## config.mk

```make
export PLATFORM = sky130hd
export DESIGN_NAME = accumulator_t_c2x2_f0_16bits_flat
export DESIGN_NICKNAME = d
export VERILOG_FILES = /design/src/rtl/accumulator_t_c2x2_f0_16bits_if.sv /design/src/rtl/accumulator_t_c2x2_f0_16bits.sv /design/src/flat_wrapper.sv
export SDC_FILE = /design/constraint.sdc
export NUM_CORES = 1
export LEC_CHECK = 0
export CAP_MARGIN = 10
export CORE_MARGIN = 2
export CORE_UTILIZATION = 59
export DETAILED_ROUTE_END_ITERATION = 6
export PLACE_DENSITY = 0.95
export SLEW_MARGIN = 20
export SYNTH_ARGS = -nofsm -noshare
export SYNTH_HDL_FRONTEND = slang
export SYNTH_SLANG_ARGS = --single-unit
```

## constraint.sdc

```tcl
create_clock -name clk -period 10.4 [get_ports clk]
set_input_delay 2.08 -clock clk [delete_from_list [all_inputs] [get_ports clk]]
set_output_delay 2.08 -clock clk [all_outputs]
set_load 0.01 [all_outputs]
```

## src/rtl/accumulator_t_c2x2_f0_16bits_if.sv

```systemverilog
// accumulator_t_c2x2_f0_16bits_if: beat input and result output handshake bundle
interface accumulator_t_c2x2_f0_16bits_if #(
  parameter int ACC_WIDTH = 48,
  parameter int CNT_WIDTH = 8
);
  logic                 in_valid;
  logic                 in_ready;
  logic [31:0]          result_0;
  logic [31:0]          result_1;
  logic [1:0]           result_SIDM_carry;
  logic                 mode;
  logic                 a_sign;
  logic                 b_sign;
  logic [CNT_WIDTH-1:0] acc_len;
  logic                 out_valid;
  logic                 out_ready;
  logic [ACC_WIDTH-1:0] acc_out;
  logic                 acc_mode;
  logic                 overflow;
  modport master (
    output in_valid, result_0, result_1, result_SIDM_carry, mode, a_sign, b_sign, acc_len, out_ready,
    input  in_ready, out_valid, acc_out, acc_mode, overflow
  );
  modport slave (
    input  in_valid, result_0, result_1, result_SIDM_carry, mode, a_sign, b_sign, acc_len, out_ready,
    output in_ready, out_valid, acc_out, acc_mode, overflow
  );
endinterface

```

## src/rtl/accumulator_t_c2x2_f0_16bits.sv

```systemverilog
// accumulator_t_c2x2_f0_16bits: burst accumulator for 2x2 multiplier products, single or dual-lane
module accumulator_t_c2x2_f0_16bits #(
  parameter int ACC_WIDTH = 48,
  parameter int CNT_WIDTH = 8
) (
  input logic clk,
  input logic rst_n,
  accumulator_t_c2x2_f0_16bits_if.slave bus
);
  localparam int W = ACC_WIDTH;
  localparam int H = ACC_WIDTH / 2;
  typedef enum logic [1:0] {IDLE, ACC, HOLD} state_t;
  state_t state, state_nx;
  logic [W-1:0] acc, p, sum;
  logic [CNT_WIDTH-1:0] count, count_nx, len, len_in;
  logic [31:0] p32;
  logic [16:0] l0, l1;
  logic [H:0] s_lo, s_hi;
  logic mode_r, sgn_r, ovf, live, xfer, md, sg, ov_lo, ov_hi, ovf_add;
  assign xfer = bus.in_valid && bus.in_ready;
  // the first beat of a burst uses the live mode/sign, later beats the latched ones
  assign md = state == IDLE ? bus.mode : mode_r;
  assign sg = state == IDLE ? (bus.a_sign | bus.b_sign) : sgn_r;
  assign p32 = bus.result_0 + bus.result_1;
  assign l0 = {bus.result_SIDM_carry[0], bus.result_0[15:0]};
  assign l1 = {bus.result_SIDM_carry[1], bus.result_1[31:16]};
  assign p = md ? {{(H-17){sg & l1[16]}}, l1, {(H-17){sg & l0[16]}}, l0}
                : {{(W-32){sg & p32[31]}}, p32};
  // lane split: the low-half carry feeds the high half only in single-product mode
  assign s_lo = {1'b0, acc[H-1:0]} + {1'b0, p[H-1:0]};
  assign s_hi = {1'b0, acc[W-1:H]} + {1'b0, p[W-1:H]} + {{H{1'b0}}, ~md & s_lo[H]};
  assign sum = {s_hi[H-1:0], s_lo[H-1:0]};
  assign ov_lo = (acc[H-1] == p[H-1]) && (sum[H-1] != acc[H-1]);
  assign ov_hi = (acc[W-1] == p[W-1]) && (sum[W-1] != acc[W-1]);
  assign ovf_add = (sg ? ov_hi : s_hi[H]) | (md & (sg ? ov_lo : s_lo[H]));
  assign len_in = bus.acc_len == '0 ? CNT_WIDTH'(1) : bus.acc_len;
  assign count_nx = count + CNT_WIDTH'(1);
  always_comb begin
    state_nx = state;
    if (state == IDLE && xfer) state_nx = len_in == CNT_WIDTH'(1) ? HOLD : ACC;
    else if (state == ACC && xfer && count_nx == len) state_nx = HOLD;
    else if (state == HOLD && bus.out_ready) state_nx = IDLE;
  end
  always_ff @(posedge clk or negedge rst_n) begin
    if (!rst_n) state <= IDLE;
    else state <= state_nx;
  end
  always_ff @(posedge clk or negedge rst_n) begin
    if (!rst_n) begin
      acc    <= '0;
      count  <= '0;
      len    <= '0;
      mode_r <= 1'b0;
      sgn_r  <= 1'b0;
      ovf    <= 1'b0;
      live   <= 1'b0;
    end else begin
      live <= 1'b1;
      if (xfer) begin
        acc   <= state == IDLE ? p : sum;
        count <= state == IDLE ? CNT_WIDTH'(1) : count_nx;
        ovf   <= state == IDLE ? 1'b0 : ovf | ovf_add;
        if (state == IDLE) begin
          len    <= len_in;
          mode_r <= bus.mode;
          sgn_r  <= bus.a_sign | bus.b_sign;
        end
      end
    end
  end
  assign bus.in_ready  = live && state != HOLD;
  assign bus.out_valid = state == HOLD;
  assign bus.acc_out   = acc;
  assign bus.acc_mode  = mode_r;
  assign bus.overflow  = ovf;
endmodule

```

## src/flat_wrapper.sv

```systemverilog
// flat-port wrapper written by rule: the top's interface ports become plain ports
module accumulator_t_c2x2_f0_16bits_flat 
#(
  parameter int ACC_WIDTH = 48,
  parameter int CNT_WIDTH = 8
)
  (clk, rst_n, bus_in_valid, bus_result_0, bus_result_1, bus_result_SIDM_carry, bus_mode, bus_a_sign, bus_b_sign, bus_acc_len, bus_out_ready, bus_in_ready, bus_out_valid, bus_acc_out, bus_acc_mode, bus_overflow);
  accumulator_t_c2x2_f0_16bits_if #(.ACC_WIDTH(ACC_WIDTH), .CNT_WIDTH(CNT_WIDTH)) bus_i ();
  input logic clk;
  input logic rst_n;
  input wire logic [$bits(bus_i.in_valid)-1:0] bus_in_valid;
  input wire logic [$bits(bus_i.result_0)-1:0] bus_result_0;
  input wire logic [$bits(bus_i.result_1)-1:0] bus_result_1;
  input wire logic [$bits(bus_i.result_SIDM_carry)-1:0] bus_result_SIDM_carry;
  input wire logic [$bits(bus_i.mode)-1:0] bus_mode;
  input wire logic [$bits(bus_i.a_sign)-1:0] bus_a_sign;
  input wire logic [$bits(bus_i.b_sign)-1:0] bus_b_sign;
  input wire logic [$bits(bus_i.acc_len)-1:0] bus_acc_len;
  input wire logic [$bits(bus_i.out_ready)-1:0] bus_out_ready;
  output wire logic [$bits(bus_i.in_ready)-1:0] bus_in_ready;
  output wire logic [$bits(bus_i.out_valid)-1:0] bus_out_valid;
  output wire logic [$bits(bus_i.acc_out)-1:0] bus_acc_out;
  output wire logic [$bits(bus_i.acc_mode)-1:0] bus_acc_mode;
  output wire logic [$bits(bus_i.overflow)-1:0] bus_overflow;
  assign bus_i.in_valid = bus_in_valid;
  assign bus_i.result_0 = bus_result_0;
  assign bus_i.result_1 = bus_result_1;
  assign bus_i.result_SIDM_carry = bus_result_SIDM_carry;
  assign bus_i.mode = bus_mode;
  assign bus_i.a_sign = bus_a_sign;
  assign bus_i.b_sign = bus_b_sign;
  assign bus_i.acc_len = bus_acc_len;
  assign bus_i.out_ready = bus_out_ready;
  assign bus_in_ready = bus_i.in_ready;
  assign bus_out_valid = bus_i.out_valid;
  assign bus_acc_out = bus_i.acc_out;
  assign bus_acc_mode = bus_i.acc_mode;
  assign bus_overflow = bus_i.overflow;
  accumulator_t_c2x2_f0_16bits #(.ACC_WIDTH(ACC_WIDTH), .CNT_WIDTH(CNT_WIDTH)) u_core (.clk(clk), .rst_n(rst_n), .bus(bus_i));
endmodule
```

==> results of run 1 <==
[cell usage after synthesis, types with 9 or more instances]
cell / count
o211ai_1: 15
and3_1: 9
a21oi_1: 109
inv_1: 23
ha_1: 79
clkbuf_1: 32
o21ai_0: 91
nand2_1: 141
a21o_1: 39
a221o_1: 12
o31ai_1: 10
xor2_1: 30
a211oi_1: 14
nand2b_1: 13
nand3_1: 21
dfrtp_1: 70
o21a_1: 12
a31oi_1: 13
nor3_1: 13
nor2_1: 88
nor2b_1: 13
xnor2_1: 47
[per-stage QoR]
stage | hold WS, ps | instances
after detailed placement | 484.7 | 1283
after global placement | 481.2 | 1283
final | 507.5 | 1299
after floorplan | 460.1 | 1013
after CTS | 505.6 | 1299
after global routing | 529.3 | 1299
[tightest hold or removal path: stages (launching register included)]
cell and delay, ps:
dfrtp_1 360, nand2_1 60, nand2_1 60
[cells by family after synthesis]
family / count (synthesis) / share of synthesized area, %
compound gates: 377 / 31.48
flops: 70 / 22.54
other cells: 1 / 0.04826
fa+ha+maj: 83 / 13.75
simple gates: 337 / 19.60
mux: 4 / 0.5314
xor+xnor: 77 / 8.679
buf+inv: 64 / 3.366
[cell usage in the layout (no fill, tap or decap), types with 7 or more instances in the layout]
| cell type | Yosys | final |
|---|---|---|
| a221o_1 | 12 | 12 |
| nand4_1 | 8 | 8 |
| a21o_1 | 39 | 39 |
| dfrtp_1 | 70 | 70 |
| a211oi_1 | 14 | 14 |
| o21a_1 | 12 | 12 |
| nor3_1 | 13 | 13 |
| inv_1 | 23 | 23 |
| nor2_1 | 88 | 85 |
| nor2b_1 | 13 | 13 |
| o21bai_1 | 8 | 8 |
| a31oi_1 | 13 | 13 |
| and3_1 | 9 | 9 |
| ha_1 | 79 | 79 |
| xnor2_1 | 47 | 47 |
| nand2_1 | 141 | 141 |
| or2_2 | 8 | 8 |
| clkbuf_16 | 0 | 9 |
| o211ai_1 | 15 | 15 |
| nand3_1 | 21 | 21 |
| o21ai_0 | 91 | 91 |
| buf_4 | 0 | 7 |
| nand2b_1 | 13 | 13 |
| o31ai_1 | 10 | 10 |
| clkdlybuf4s50_1 | 0 | 131 |
| xor2_1 | 30 | 30 |
| a21oi_1 | 109 | 109 |
| and2_1 | 7 | 7 |
[flip-flops by register name, indices dropped and copies added, names as in the netlist]
signal	flops
u_core.state	2
u_core.bus.overflow	1
u_core.len	8
u_core.count	8
u_core.sgn_r	1
u_core.live	1
u_core.bus.acc_out	48
u_core.bus.acc_mode	1
[metal layers]
metal / global-route usage, % / part of all wire [%]
met5: 0 / 0
met4: 16.37 / 4.1
met3: 3.668 / 9.7
met1: 43.55 / 41
met2: 55.10 / 46
[power groups by stage]
stage	logic, W	registers, W	clock network, W
after floorplan	0.00157	0.000530	0
after global placement	0.00212	0.000521	0
after CTS	0.00223	0.000523	0.000320
after detailed placement	0.00220	0.000525	0
after global routing	0.00249	0.000539	0.000331
final	0.00229	0.000529	0.000322
[area by class of cell]
cell class | instances | area [um2]
clock buffers | 13 | 260.3
clock inverters | 3 | 42.54
fillers | 939 | 3213
inverters | 23 | 86.33
multi-input cells | 879 | 5784
flip-flops and latches | 70 | 1752
well taps | 172 | 215.2
repair buffers | 139 | 1369
[worst paths after layout]
path	start	to	slack, ps	cells after the start
hold reg to reg	u_core.len[7]	u_core.len[7]	510	2
max in group asynchronous	rst_n	u_core.bus.acc_out[32]	7850	2
min in group asynchronous	rst_n	u_core.len[3]	1960	2
setup / recovery	bus_result_0[5]	u_core.bus.acc_out[44]	980	30
setup reg to reg	u_core.state[1]	u_core.bus.acc_out[44]	2920	23
hold / removal	u_core.len[7]	u_core.len[7]	510	2
==> results.json, run 1 <==
{
  "status": "complete, no violations",
  "grt_max_degree": 71,
  "maxSlewViolCount": 0,
  "postSynth.asyncResetShare_pct": 100.0,
  "syn_nets": 1177,
  "worst_setup_path_end_kind": "flop",
  "total_power_w": 0.003138,
  "fin_crit_sh_pct": 90.53,
  "cts.path.max_buffers": 2,
  "die_x_um": 118.8,
  "ys_ff_latch": 70,
  "antenna_found_initial": 0,
  "synth_edf_count": 0,
  "crit_buf_inv": 1,
  "cellPowerDensity_mw_per_mm2": 330.0,
  "yosys.area.top_type": "dfrtp_1",
  "final_util_pct": 74.74,
  "hpwl_um": 17480,
  "drtIter0Drc": 966,
  "clk_pin_slew_worst_paths_ps": 60,
  "cpPeakStageDelay_ps": 510,
  "post-place-ws_ps": 970.6,
  "drive_above_1_share_pct": 5.058,
  "clockRootBuffer": "clkbuf_16",
  "cts_setup_buffers": 0,
  "cts_sinks": 70,
  "p_comb_share_pct": 72.9,
  "cts_buffers": 9,
  "num_vias": 8456,
  "post-route-drc-count": 0,
  "finalHoldViolCount": 0,
  "cp_common_cell": "a21oi_1",
  "slew_headroom_pct": 30.21,
  "num-nets-final": 1286,
  "ys_seq_area_share_pct": 22.54,
  "cp-start-kind": "primary input",
  "max-cap-violations": 0,
  "postPlaceCellArea_mm2": 0.009204,
  "cts_tree": "built",
  "switching_share_pct": 48.85,
  "crit_family": "compound AO/OA/AOI/OAI gates",
  "dieHeight_um": 118.8,
  "die_area_mm2": 0.01410,
  "cpMaxStageDelayCell": "nor3b_1",
  "yosys_warnings": 0,
  "p_switching_w": 0.001533,
  "area_growth_pct": 22.38,
  "cp.required_ps": 10630,
  "worstHoldPathType": "reg2reg",
  "ant_nets": 0,
  "numPortBuffers": 132,
  "internal-power_w": 0.001605,
  "grt_pass1_wl_um": 38750,
  "grt_usage_pct": 33.44,
  "clk_latency_ps": 350,
  "p_leak_nw": 4.212,
  "rsz0062_at_grt": "false",
  "seqPwrFrac_pct": 16.8,
  "finClkSkew_ps": 8.759,
  "routabilityCongestion": 0.9768,
  "grt.overflow.total": 0,
  "synthDistinctLibCells": 73,
  "ys_top_cells_by_area": "dfrtp_1 (23%), ha_1 (13%), a21oi_1 (7.0%), nand2_1 (6.8%), o21ai_0 (5.9%)",
  "syn_inst": 1013,
  "tns_ps": 0,
  "wl_per_cell_um": 18.40,
  "drt_wl_total_um": 23900,
  "setup_viol_count_final": 0,
  "diodes": 0,
  "synth_top_cell_area_share_pct": 22.54,
  "cts_resized": 0,
  "cts_hold_buf": 0,
  "cts_max_level": 3,
  "num_io_pins": 133,
  "fmax_ghz": 0.1062,
  "final_area_mm2": 0.009509,
  "fin_ws_ps": 984.7,
  "rows": 41,
  "syn_avg_cell_area_um2": 7.670,
  "firstDrtPassIters": 5,
  "viasPerCell": 6.510,
  "irDropWorstVdd_v": 0.0001355,
  "cp.arrival_ps": 9650,
  "core_area_mm2": 0.01272,
  "start_util_pct": 61.07,
  "ys.flop_type": "dfrtp_1",
  "path_max_fanout": 6,
  "fin_crit_ps": 9415,
  "worst_pin_slew_ps": 1034,
  "synth_area_mm2": 0.007770,
  "first_global_vias": 8185,
  "criticalPathCategory": "in2reg",
  "clock_power_share_pct": 10.2
}
Note: power is estimated with default switching activity, not from simulation.
==> run 2, diff against run 1 <==
--- a/config.mk
+++ b/config.mk
@@ -5,9 +5,10 @@
 export SDC_FILE = /design/constraint.sdc
 export NUM_CORES = 1
 export LEC_CHECK = 0
+export ABC_AREA = 1
 export CAP_MARGIN = 10
 export CORE_MARGIN = 2
-export CORE_UTILIZATION = 59
+export CORE_UTILIZATION = 61
 export DETAILED_ROUTE_END_ITERATION = 6
 export PLACE_DENSITY = 0.95
 export SLEW_MARGIN = 20
==> results.json, run 2 <==
{
  "cts_tree": "built",
  "finalHoldViolCount": 0,
  "drtIter0Drc": 855,
  "cts.path.max_buffers": 2,
  "rsz0062_at_grt": "false",
  "yosys_warnings": 0,
  "cts_max_level": 3,
  "grt_max_degree": 71,
  "maxSlewViolCount": 0,
  "clk_latency_ps": 360,
  "synth_top_cell_area_share_pct": 19.73,
  "cts_sinks": 70,
  "min_from": "u_core.sgn_r",
  "ant_nets": 0,
  "numPortBuffers": 132,
  "num_io_pins": 133,
  "start_util_pct": 61.78,
  "final_area_mm2": 0.01060,
  "fin_crit_ps": 7569,
  "cellPowerDensity_mw_per_mm2": 343.5,
  "cp_common_cell": "nand2_1",
  "antenna_found_initial": 0,
  "met3_usage_pct": 5.799,
  "setup_viol_count_final": 0,
  "routabilityCongestion": 0.9932,
  "fin_crit_sh_pct": 72.78,
  "fmax_ghz": 0.1321,
  "mostFrequentLayoutCell": "nand2_1",
  "synth_edf_count": 0,
  "status": "complete, no violations",
  "met1_usage_pct": 44.06,
  "cts_hold_buf": 0,
  "crit_family": "adder cells",
  "drive_above_1_share_pct": 5.747,
  "crit_start": "bus_result_0[0]",
  "grt.overflow.total": 0,
  "worst_setup_path_end_kind": "flop",
  "synthDistinctLibCells": 58,
  "irDropWorstVdd_v": 0.0002651,
  "syn_avg_cell_area_um2": 6.169,
  "p_leak_nw": 5.363,
  "path_max_fanout": 5,
  "core_area_mm2": 0.01437,
  "largest_reg_flops": 48,
  "area_growth_pct": 19.45,
  "clockRootBuffer": "clkbuf_16",
  "rows": 44,
  "firstDrtPassIters": 6,
  "cp-start-kind": "primary input",
  "drt_wl_total_um": 28890,
  "cts_resized": 0,
  "post-route-drc-count": 0,
  "grt_pass1_wl_um": 47750,
  "viasPerCell": 5.774,
  "ys_seq_area_share_pct": 19.73,
  "cpMaxStageDelayCell": "clkdlybuf4s50_1",
  "r2r-start": "u_core.state[0]",
  "first_global_vias": 10030,
  "num-nets-final": 1725,
  "max-cap-violations": 0,
  "cts_setup_buffers": 0,
  "syn_nets": 1603,
  "ys.flop_type": "dfrtp_1",
  "criticalPathCategory": "in2reg",
  "syn_inst": 1439,
  "dieHeight_um": 124.6,
  "worstHoldPathType": "reg2reg",
  "cp.required_ps": 10650,
  "wl_per_cell_um": 16.51,
  "worst_pin_slew_ps": 1014,
  "post-place-ws_ps": 2612,
  "cp.arrival_ps": 7810,
  "grt_usage_pct": 37.57,
  "die_area_mm2": 0.01553,
  "clk_pin_slew_worst_paths_ps": 70,
  "synth_commonest_cells": "nand2_1 (449), inv_1 (173), nor2_1 (126)",
  "fin_ws_ps": 2831,
  "postSynth.asyncResetShare_pct": 100.0,
  "whs_ps": 497.4,
  "grt_use_met2_pct": 65.41,
  "crit_buf_inv": 8,
  "diodes": 0,
  "ys_ff_latch": 70,
  "num_vias": 10104,
  "postPlaceCellArea_mm2": 0.01032,
  "die_x_um": 124.6,
  "slew_headroom_pct": 32.24,
  "cts_buffers": 9,
  "hpwl_um": 22930,
  "ys_top_cells_by_area": "dfrtp_1 (20%), nand2_1 (19%), ha_1 (11%), inv_1 (7.3%), a21oi_1 (6.0%)",
  "cpPeakStageDelay_ps": 490,
  "busiest_layer": "met2",
  "tns_ps": 0,
  "synth.most_common_cell": "nand2_1",
  "layout_common_cells": "nand2_1 (449), inv_1 (173), clkdlybuf4s50_1 (131), nor2_1 (126), a21oi_1 (106)",
  "finClkSkew_ps": 15.28,
  "synth_area_mm2": 0.008877,
  "yosys.area.top_type": "dfrtp_1"
}
## run 2: metrics by stage
stage	power, W	utilization (%)	instances
4_1_cts	0.003592	73.80	1750
6_report	0.003642	73.80	1750
3_3_place_gp	0.003212	71.80	1734
5_1_grt	0.003996	73.80	1750
3_5_place_dp	0.003255	71.80	1734
2_1_floorplan	0.002478	-	1439
## run 2: final timing paths
| check | end | slack (ps) | cells after the start |
|---|---|---|---|
| setup / recovery | u_core.bus.acc_out[34] | 2830 | 37 |
| hold / removal | u_core.sgn_r | 500 | 2 |
| setup reg to reg | u_core.bus.acc_out[34] | 4580 | 31 |
| max in group asynchronous | u_core.bus.acc_out[20] | 7820 | 2 |
| hold reg to reg | u_core.sgn_r | 500 | 2 |
| min in group asynchronous | u_core.bus.acc_out[32] | 1930 | 2 |
## run 2: per-layer routing
layer / vias to the layer above / share of wire [%]
met2: 476 / 48
met4: 0 / 5.5
met5: - / 0
met1: 4542 / 40
li1: 4980 / -
met3: 106 / 6.7
## run 2: report_power, final
part,leakage (nW),switching (W),total (W),internal (W)
Clock,0.133,0.000146,0.000313,0.000167
Combinational,4.38,0.00175,0.00280,0.00105
Sequential,0.855,0.000130,0.000533,0.000403
Total,5.36,0.00202,0.00364,0.00162
## run 2: tightest hold or removal path, stage by stage, from the launching register on
cell and delay [ps]:
dfrtp_1 350, nand2_1 50, o21ai_0 60
## run 2: kinds of logic (layout without fill, tap and decap cells)
logic type,Yosys count,in the layout,synth area share (%)
buf+inv,209,336,9.401
flops,70,70,19.73
other cells,1,1,0.04224
simple gates,783,783,38.34
xor+xnor,37,37,3.650
fa+ha+maj,83,83,12.04
compound gates,256,256,16.80
## run 2: layout make-up
type	instances	area, um2
multi-input combinational	1160	6299
fill	1234	3765
sequential	70	1752
clock inverter	7	62.56
tap	184	230.2
timing repair buffer	135	1339
inverter	185	696.9
clock buffer	9	225.2
==> run 3, diff against run 2 <==
--- a/config.mk
+++ b/config.mk
@@ -8,9 +8,9 @@
 export ABC_AREA = 1
 export CAP_MARGIN = 10
 export CORE_MARGIN = 2
-export CORE_UTILIZATION = 61
+export CORE_UTILIZATION = 51
 export DETAILED_ROUTE_END_ITERATION = 6
-export PLACE_DENSITY = 0.95
+export PLACE_DENSITY = 0.87
 export SLEW_MARGIN = 20
 export SYNTH_ARGS = -nofsm -noshare
 export SYNTH_HDL_FRONTEND = slang
==> constraint.sdc (replaced) <==
create_clock -name clk -period 6.53 [get_ports clk]
set_input_delay 1.306 -clock clk [delete_from_list [all_inputs] [get_ports clk]]
set_output_delay 1.306 -clock clk [all_outputs]
set_load 0.01 [all_outputs]
==> results.json, run 3 (same netlist as run 2, synthesis figures left out) <==
{
  "status": "complete, no violations",
  "cts.path.max_buffers": 2,
  "endpoint": "u_core.bus.acc_out[46]",
  "antenna_found_initial": 0,
  "r2r_cells": 30,
  "drtIter0Drc": 895,
  "dieHeight_um": 135.9,
  "worstHoldPathType": "reg2reg",
  "cts_tree": "built",
  "grt_max_degree": 71,
  "num-nets-final": 1746,
  "irDropWorstVdd_v": 0.0003393,
  "finClkSkew_ps": 10.97,
  "area_growth_pct": 22.06,
  "total_power_w": 0.005874,
  "mostFrequentLayoutCell": "nand2_1",
  "clk_latency_ps": 350,
  "setup_viol_count_final": 0,
  "cts_max_level": 3,
  "cpPeakStageDelay_ps": 480,
  "num_vias": 10190,
  "cts_hold_buf": 0,
  "slew_headroom_pct": 34.06,
  "p_switching_w": 0.003202,
  "clk_pin_slew_worst_paths_ps": 60,
  "r2r_end": "u_core.bus.acc_out[46]",
  "finalHoldViolCount": 0,
  "die_x_um": 135.9,
  "num_io_pins": 133,
  "drt_wl_total_um": 28060,
  "routabilityCongestion": 1.023,
  "p_leak_nw": 5.469,
  "n_fill_cell": 1582,
  "grt_pass1_wl_um": 46150,
  "cp.arrival_ps": 6360,
  "r2r-start": "u_core.state[0]",
  "cp_common_cell": "nand2_1",
  "maxSlewViolCount": 0,
  "post-route-drc-count": 0,
  "hpwl_um": 22320,
  "clock_power_share_pct": 8.0,
  "numPortBuffers": 132,
  "worst_pin_slew_ps": 986.8,
  "path_max_fanout": 4,
  "firstDrtPassIters": 6,
  "ant_nets": 0,
  "worst_setup_path_end_kind": "flop",
  "drive_above_1_share_pct": 7.309,
  "criticalPathCategory": "in2reg",
  "first_global_vias": 9859,
  "largest_reg_flops": 48,
  "grt_usage_pct": 31.21,
  "max-cap-violations": 0,
  "crit_start": "bus_result_0[0]",
  "regArea_mm2": 0.001752,
  "cpMaxStageDelayCell": "clkdlybuf4s50_1",
  "switching_share_pct": 54.51,
  "layout_common_cells": "nand2_1 (447), inv_1 (172), clkdlybuf4s50_1 (131), nor2_1 (126), a21oi_1 (106)",
  "wl_per_cell_um": 15.49,
  "rsz0062_at_grt": "false",
  "fin_crit_sh_pct": 93.70,
  "cp-start-kind": "primary input",
  "fmax_ghz": 0.1634,
  "grt.overflow.total": 0,
  "worstSetupPathDepth": 38,
  "cts_sinks": 70,
  "start_util_pct": 51.68,
  "crit_buf_inv": 8,
  "seqPwrFrac_pct": 14.6,
  "core_area_mm2": 0.01718,
  "diodes": 0,
  "cp.required_ps": 6770,
  "clockRootBuffer": "clkbuf_16",
  "fin_crit_ps": 6118,
  "p_comb_share_pct": 77.4,
  "cellPowerDensity_mw_per_mm2": 542.1,
  "whs_ps": 491.3,
  "internal-power_w": 0.002672,
  "crit_family": "simple AND/OR/NAND/NOR gates",
  "die_area_mm2": 0.01848,
  "rows": 48,
  "multiInputGateArea_mm2": 0.006320,
  "r2r_setup_slack_ps": 1660,
  "viasPerCell": 5.624,
  "cts_buffers": 9
}
## run 3: worst min path at each step
| stage | from | depth (start not counted) | slack (ps) | end |
|---|---|---|---|---|
| after CTS | u_core.len[1] | 2 | 490 | u_core.len[1] |
| after global routing | u_core.len[1] | 2 | 510 | u_core.len[1] |
| after detailed placement | u_core.len[1] | 2 | 480 | u_core.len[1] |
| after global placement | u_core.sgn_r | 2 | 470 | u_core.sgn_r |
| final | u_core.len[1] | 2 | 490 | u_core.len[1] |
| after floorplan | u_core.len[1] | 2 | 450 | u_core.len[1] |
## run 3: worst min-delay path: cells and delay by family (launching register included)
kind | cells | cell delay, ps
simple gates | 1 | 50
flops | 1 | 350
compound gates | 1 | 60
## run 3: cell type report
| cell class | instances | area share [%] |
|---|---|---|
| sequential | 70 | 16.17 |
| clock inverter | 6 | 0.4388 |
| multi-input combinational | 1160 | 58.33 |
| inverter | 185 | 6.432 |
| tap | 225 | 2.598 |
| timing repair buffer | 156 | 13.93 |
| clock buffer | 10 | 2.113 |
## run 3: metrics by stage
| stage | setup TNS, ps | cells | setup slack, ps | area [um2] | utilization (%) |
|---|---|---|---|---|---|
| finish | 0 | 1812 | 411.6 | 10840 | 63.08 |
| global placement | 0 | 1796 | 12.76 | 10540 | 61.35 |
| CTS | 0 | 1812 | 252.1 | 10810 | 62.96 |
| global route | 0 | 1812 | 55.11 | 10840 | 63.08 |
| detailed placement | -552.4 | 1796 | -111.9 | 10540 | 61.35 |
| floorplan | 0 | 1439 | 937.9 | 8877 | - |
## run 3: timing repair
| action | 4_1_cts | 5_1_grt |
|---|---|---|
| setup endpoints to repair | 0 | 12 |
| resized for setup | 0 | 9 |
| buffers inserted | 0 | 0 |
## run 3: layer usage
metal	share of wire (%)	vias to the layer above	GRT usage [%]
li1	-	5012	-
met3	8.0	92	4.661
met2	46	447	53.11
met1	41	4639	38.49
met4	4.6	0	15.51
met5	0	-	0
## run 3: power by group through the flow
| stage | Sequential, W | Clock [W] | Combinational (W) |
|---|---|---|---|
| global placement | 0.000852 | 0 | 0.00432 |
| global route | 0.000881 | 0.000492 | 0.00505 |
| finish | 0.000857 | 0.000471 | 0.00455 |
| CTS | 0.000851 | 0.000472 | 0.00445 |
| detailed placement | 0.000854 | 0 | 0.00441 |
| floorplan | 0.000863 | 0 | 0.00308 |
